==> src/rtl/quad_gen.sv <==
// Quadrature A/B generator: emits Gray-coded step bursts at a programmable edge
// rate, with optional contact-bounce glitch trains after each edge.
module quad_gen #(
    parameter int WIDTH      = 8,
    parameter int DIV_WIDTH  = 16,
    parameter int BOUNCE_LEN = 2
) (
    input  logic                 clk,
    input  logic                 reset,
    input  logic                 cmd_valid,
    output logic                 cmd_ready,
    input  logic                 cmd_dir,
    input  logic [WIDTH-1:0]     cmd_steps,
    input  logic [DIV_WIDTH-1:0] cmd_half_period,
    input  logic                 cmd_bounce_en,
    output logic                 enc_a,
    output logic                 enc_b,
    output logic                 busy,
    output logic [WIDTH-1:0]     position
);

    localparam int GLITCH_LEN = 2 * BOUNCE_LEN;
    localparam int GW         = $clog2(GLITCH_LEN + 1);

    localparam logic [GW-1:0]        GLITCH_LOAD = GW'(GLITCH_LEN);
    localparam logic [GW-1:0]        GLITCH_ZERO = {GW{1'b0}};
    localparam logic [GW-1:0]        GLITCH_ONE  = {{(GW-1){1'b0}}, 1'b1};
    localparam logic [WIDTH-1:0]     STEP_ZERO   = {WIDTH{1'b0}};
    localparam logic [WIDTH-1:0]     STEP_ONE    = {{(WIDTH-1){1'b0}}, 1'b1};
    localparam logic [DIV_WIDTH-1:0] TIMER_ZERO  = {DIV_WIDTH{1'b0}};
    localparam logic [DIV_WIDTH-1:0] TIMER_ONE   = {{(DIV_WIDTH-1){1'b0}}, 1'b1};

    typedef enum logic [1:0] {
        ST_IDLE   = 2'd0,
        ST_HOLD   = 2'd1,
        ST_BOUNCE = 2'd2
    } state_t;

    state_t               state_r;
    logic [1:0]           phase_r;
    logic                 dir_r;
    logic                 bounce_en_r;
    logic [WIDTH-1:0]     steps_r;
    logic [DIV_WIDTH-1:0] half_r;
    logic [DIV_WIDTH-1:0] timer_r;
    logic [GW-1:0]        glitch_cnt_r;
    logic                 glitch_on_a_r;
    logic                 enc_a_r;
    logic                 enc_b_r;
    logic                 busy_r;
    logic                 cmd_ready_r;
    logic [WIDTH-1:0]     position_r;

    logic [1:0]           cur_ab_s;
    logic [1:0]           nxt_phase_s;
    logic [1:0]           nxt_ab_s;
    logic [WIDTH-1:0]     nxt_pos_s;
    logic                 edge_s;
    logic                 last_edge_s;
    logic                 accept_s;
    logic [DIV_WIDTH-1:0] half_s;

    // Gray sequence: phase 0..3 maps to (a,b) = 00, 10, 11, 01; result is {a,b}.
    function automatic logic [1:0] phase_to_ab(input logic [1:0] ph);
        logic [1:0] ab;
        case (ph)
            2'd0:    ab = 2'b00;
            2'd1:    ab = 2'b10;
            2'd2:    ab = 2'b11;
            2'd3:    ab = 2'b01;
            default: ab = 2'b00;
        endcase
        return ab;
    endfunction

    // Edge arithmetic and handshake decode feeding the state register.
    always_comb begin
        cur_ab_s    = phase_to_ab(phase_r);
        nxt_phase_s = dir_r ? (phase_r + 2'd1) : (phase_r - 2'd1);
        nxt_ab_s    = phase_to_ab(nxt_phase_s);
        nxt_pos_s   = dir_r ? (position_r + STEP_ONE) : (position_r - STEP_ONE);
        // Timer is never zero in HOLD; <= guards against a corrupted zero stalling forever.
        edge_s      = (state_r == ST_HOLD) && (timer_r <= TIMER_ONE);
        last_edge_s = edge_s && (steps_r == STEP_ONE);
        accept_s    = cmd_valid && cmd_ready_r && (state_r == ST_IDLE);
        if (cmd_half_period == TIMER_ZERO) begin
            half_s = TIMER_ONE;
        end else begin
            half_s = cmd_half_period;
        end
    end

    // Command FSM with registered A/B, position and handshake outputs.
    always_ff @(posedge clk or negedge reset) begin
        if (!reset) begin
            state_r       <= ST_IDLE;
            phase_r       <= 2'd0;
            dir_r         <= 1'b0;
            bounce_en_r   <= 1'b0;
            steps_r       <= STEP_ZERO;
            half_r        <= TIMER_ONE;
            timer_r       <= TIMER_ZERO;
            glitch_cnt_r  <= GLITCH_ZERO;
            glitch_on_a_r <= 1'b0;
            enc_a_r       <= 1'b0;
            enc_b_r       <= 1'b0;
            busy_r        <= 1'b0;
            cmd_ready_r   <= 1'b0;
            position_r    <= STEP_ZERO;
        end else begin
            case (state_r)
                ST_IDLE: begin
                    if (accept_s) begin
                        dir_r       <= cmd_dir;
                        bounce_en_r <= cmd_bounce_en;
                        steps_r     <= cmd_steps;
                        half_r      <= half_s;
                        timer_r     <= half_s;
                        busy_r      <= 1'b1;
                        cmd_ready_r <= 1'b0;
                        if (cmd_steps == STEP_ZERO) begin
                            glitch_cnt_r <= GLITCH_ZERO;
                            state_r      <= ST_BOUNCE;
                        end else begin
                            state_r      <= ST_HOLD;
                        end
                    end else begin
                        busy_r      <= 1'b0;
                        cmd_ready_r <= 1'b1;
                    end
                end

                ST_HOLD: begin
                    if (edge_s) begin
                        phase_r       <= nxt_phase_s;
                        enc_a_r       <= nxt_ab_s[1];
                        enc_b_r       <= nxt_ab_s[0];
                        position_r    <= nxt_pos_s;
                        steps_r       <= steps_r - STEP_ONE;
                        timer_r       <= half_r;
                        glitch_on_a_r <= cur_ab_s[1] ^ nxt_ab_s[1];
                        // A new edge always restarts the train, pre-empting any unfinished one.
                        glitch_cnt_r  <= bounce_en_r ? GLITCH_LOAD : GLITCH_ZERO;
                        if (last_edge_s && bounce_en_r) begin
                            state_r <= ST_BOUNCE;
                        end else if (last_edge_s) begin
                            state_r     <= ST_IDLE;
                            busy_r      <= 1'b0;
                            cmd_ready_r <= 1'b1;
                        end else begin
                            state_r <= ST_HOLD;
                        end
                    end else begin
                        timer_r <= timer_r - TIMER_ONE;
                        if (glitch_cnt_r != GLITCH_ZERO) begin
                            glitch_cnt_r <= glitch_cnt_r - GLITCH_ONE;
                            if (glitch_on_a_r) begin
                                enc_a_r <= ~enc_a_r;
                            end else begin
                                enc_b_r <= ~enc_b_r;
                            end
                        end else begin
                            glitch_cnt_r <= GLITCH_ZERO;
                        end
                    end
                end

                ST_BOUNCE: begin
                    if (glitch_cnt_r == GLITCH_ZERO) begin
                        state_r     <= ST_IDLE;
                        busy_r      <= 1'b0;
                        cmd_ready_r <= 1'b1;
                    end else begin
                        glitch_cnt_r <= glitch_cnt_r - GLITCH_ONE;
                        if (glitch_on_a_r) begin
                            enc_a_r <= ~enc_a_r;
                        end else begin
                            enc_b_r <= ~enc_b_r;
                        end
                        // Train length is even, so the final toggle lands on the settled value.
                        if (glitch_cnt_r == GLITCH_ONE) begin
                            state_r     <= ST_IDLE;
                            busy_r      <= 1'b0;
                            cmd_ready_r <= 1'b1;
                        end else begin
                            state_r <= ST_BOUNCE;
                        end
                    end
                end

                default: begin
                    state_r     <= ST_IDLE;
                    busy_r      <= 1'b0;
                    cmd_ready_r <= 1'b1;
                end
            endcase
        end
    end

    assign cmd_ready = cmd_ready_r;
    assign busy      = busy_r;
    assign enc_a     = enc_a_r;
    assign enc_b     = enc_b_r;
    assign position  = position_r;

endmodule

==> config.mk <==
export PLATFORM = sky130hd
export DESIGN_NAME = quad_gen
export DESIGN_NICKNAME = d
export VERILOG_FILES = /design/src/rtl/quad_gen.sv
export SDC_FILE = /design/constraint.sdc
export NUM_CORES = 1
export LEC_CHECK = 0
export CORE_ASPECT_RATIO = 0.6
export CORE_UTILIZATION = 57
export CTS_CLUSTER_SIZE = 30
export DETAILED_ROUTE_END_ITERATION = 6
export PLACE_DENSITY = 0.87
export SETUP_SLACK_MARGIN = 0.4
export SLEW_MARGIN = 20
export SYNTH_ARGS = -nofsm -noshare
export SYNTH_HDL_FRONTEND = slang
export SYNTH_SLANG_ARGS = --single-unit
==> constraint.sdc <==
create_clock -name clk -period 2.6 [get_ports clk]
set_input_delay 0.26 -clock clk [delete_from_list [all_inputs] [get_ports clk]]
set_output_delay 0.26 -clock clk [all_outputs]
set_load 0.02 [all_outputs]
==> results.cfg <==
[run_status]
outcome = completed

[clock_tree]
clock_path_buffers = 2
clk_latency_ps = 330
numClockSinks = 62
htreeDepth = 3
cts_buffers = 9
cts-root-buf = clkbuf_16
clkTransAtPathRegs_ps = 60
cts_tree = yes

[critical_path]
r2r_start = timer_r[2]$_DFFE_PN0P_
worstReg2RegEnd = enc_b$_DFFE_PN0P_
cp-start-kind = register
crit_required_ps = 2810
worstPathArrival_ps = 2520
r2r_cells = 5
endpoint_kind = register
r2r_setup_slack_ps = 290
crit_path_max_fanout = 7
crit_type = reg -> reg

[die]
core-area_um2 = 6330
start_util_pct = 61.3
rows = 22
die_h_um = 65.9
die-area_um2 = 7150
die_w_um = 109
io-pin-count = 41

[global_route]
grt_pass1_wl_um = 18400
globalRouteOverflowTotal = 0
antenna_found_initial = 0
grt_max_degree = 32
grt_pass1_vias = 3606
track_usage_pct = 34.4

[synth]
async_flop_share_pct = 100
synth-seq-cells = 62
synth_enable_flop_cells = 0
synth_area_per_cell_um2 = 9.44
yosys_warnings = 0
synth_seq_area_share_pct = 40.0
syn_nets = 458
synthCells = 411
synth_ff_type = dfrtp_1
yosys.cell_types.count = 65
syn_area_um2 = 3880

[run]
maxCapViolCount = 0

[detailed_routing]
via_per_inst = 6.84
via_count = 3843
ant_nets = 0
drtIter0Drc = 423
totalWireLength_um = 11700
drcViolationCount = 0
firstDrtPassIters = 5
post_drt_wl_per_cell_um = 20.8

[sta]
tns_ps = 0
fmax_mhz = 433
drv_slew = 0
clock_skew_ps = 7.63
period_share_pct = 88.9
hold_violations = 0
worst_slew_pin_slew_ps = 439
maxSlewHeadroom_pct = 70.0
post-route-min-period_ps = 2310
rsz0062_at_grt = yes
setup_viol_count_final = 0

[place]
gp_congestion = 0.927
io_buffers = 40
dpl-instance-area_um2 = 4450
hpwl_um = 7320
dp.cells = 535

[layout]
syn2layout_area_growth_pct = 28.6
layout_commonest_cell = dfrtp_1
final_cell_mix = dfrtp_1 (59), clkdlybuf4s50_1 (39), a21oi_1 (30), buf_4 (26), o21ai_0 (24)
final_cell_area_um2 = 4990
nNetsFinal = 520
seqCellArea_um2 = 1560
diodes = 0
instances_no_fill = 562
fillers = 417
multi_input_area_um2 = 2260
drive_above_1_share_pct = 20.5

[power_and_ir_drop]
vdd_ir_drop_max_mv = 0.655
pwr_density_cell_nw_per_um2 = 1140
leakagePower_nw = 2.15

[min_path]
hold_path_class = in -> async
[power by group]
part	internal [W]	switching [W]	leakage [nW]
Clock	0.000916	0.000429	0.166
Combinational	0.00112	0.00150	1.23
Sequential	0.00134	0.000371	0.760
[cells in the mapped netlist, types with 5 or more instances]
library cell  count  share of area [%]
clkbuf_1         12                1.2
nor2_1           17                1.6
nand4_1           6               0.97
a22oi_1           5               0.97
ha_1             17                5.5
nand2_1          24                2.3
o21ai_0          25                3.2
nand3_1          12                1.5
xnor2_1           8                1.8
inv_1            24                2.3
and3_1            5               0.81
or2_2             7                1.1
a211oi_1          6                1.2
a2bb2oi_1         5                1.1
a31oi_1           7                1.1
nor4_1           14                2.3
a21oi_1          32                4.1
mux2_2           20                5.8
o211ai_1         11                2.1
dfrtp_1          61                 39
nor3_1           14                1.8
o31ai_1           8                1.5
[metal layers]
metal / track usage [%] / wire [um]
met1: 46.7 / 4950
met2: 53.3 / 5400
met3: 10.2 / 1110
met4: 9.63 / 216
met5: 0 / 0
[kinds of logic after synthesis]
kind of cell,after synthesis,synth area share [%]
multiplexers,25,7.22
AND/OR/NAND/NOR,122,17.4
flip-flops,62,40.0
AO/OA/AOI/OAI,129,22.1
XOR/XNOR,12,2.71
buffers and inverters,43,4.55
adder cells (fa/ha/maj),18,6.00
[worst max-delay path, stage by stage (launching register included)]
cell	delay, ps
dfrtp_1	390
or4_4	590
or3_4	500
nor3_4	250
nand2b_1	150
a221o_1	320
[state kept, by name, summed over array words and instances, names as in the netlist, 2 cells and up]
| register | flops |
|---|---|
| half_r | 16 |
| timer_r | 16 |
| position | 8 |
| steps_r | 8 |
| glitch_cnt_r | 3 |
| phase_r | 2 |
| state_r | 2 |
[worst max-delay path by stage]
stage,startpoint,endpoint,slack (ps),cells past startpoint
after CTS,steps_r[3]$_DFFE_PN0P_,cmd_ready$_DFFE_PN0P_,360,5
after global routing,timer_r[2]$_DFFE_PN0P_,enc_b$_DFFE_PN0P_,250,5
final,timer_r[2]$_DFFE_PN0P_,enc_b$_DFFE_PN0P_,290,5
after global placement,cmd_steps[4],glitch_cnt_r[2]$_DFFE_PN0P_,280,8
after detailed placement,cmd_steps[4],glitch_cnt_r[2]$_DFFE_PN0P_,210,8
after floorplan,timer_r[2]$_DFFE_PN0P_,cmd_ready$_DFFE_PN0P_,400,6
[through the flow]
step / util (%) / power (W) / setup slack, ps / hold WS (ps)
after CTS: 77.0 / 0.00543 / 365 / 335
after global routing: 78.8 / 0.00596 / 252 / 372
after global placement: 70.3 / 0.00380 / 280 / 148
after floorplan: - / 0.00323 / 401 / -35.6
after detailed placement: 70.3 / 0.00395 / 211 / 145
final: 78.8 / 0.00568 / 289 / 341
[layout make-up]
type                            count  share of cell area, %
Clock buffer                       13                   5.41
Clock inverter                      3                   1.30
Inverter                           24                   1.80
Tap cell                           84                   2.11
Sequential cell                    62                   31.2
Multi-Input combinational cell    306                   45.3
Timing Repair Buffer               70                   12.9
[repair_timing]
item / 4_1_cts / 5_1_grt
endpoints found under the setup margin: 38 / 35
pin swaps: 1 / 7
gates resized for setup: 11 / 12
cloned: 0 / 0
buffers inserted: 4 / 6
hold buffers: 1 / 0
endpoints found under the hold margin: 10 / 0
Power figures use the tool's default switching activity.
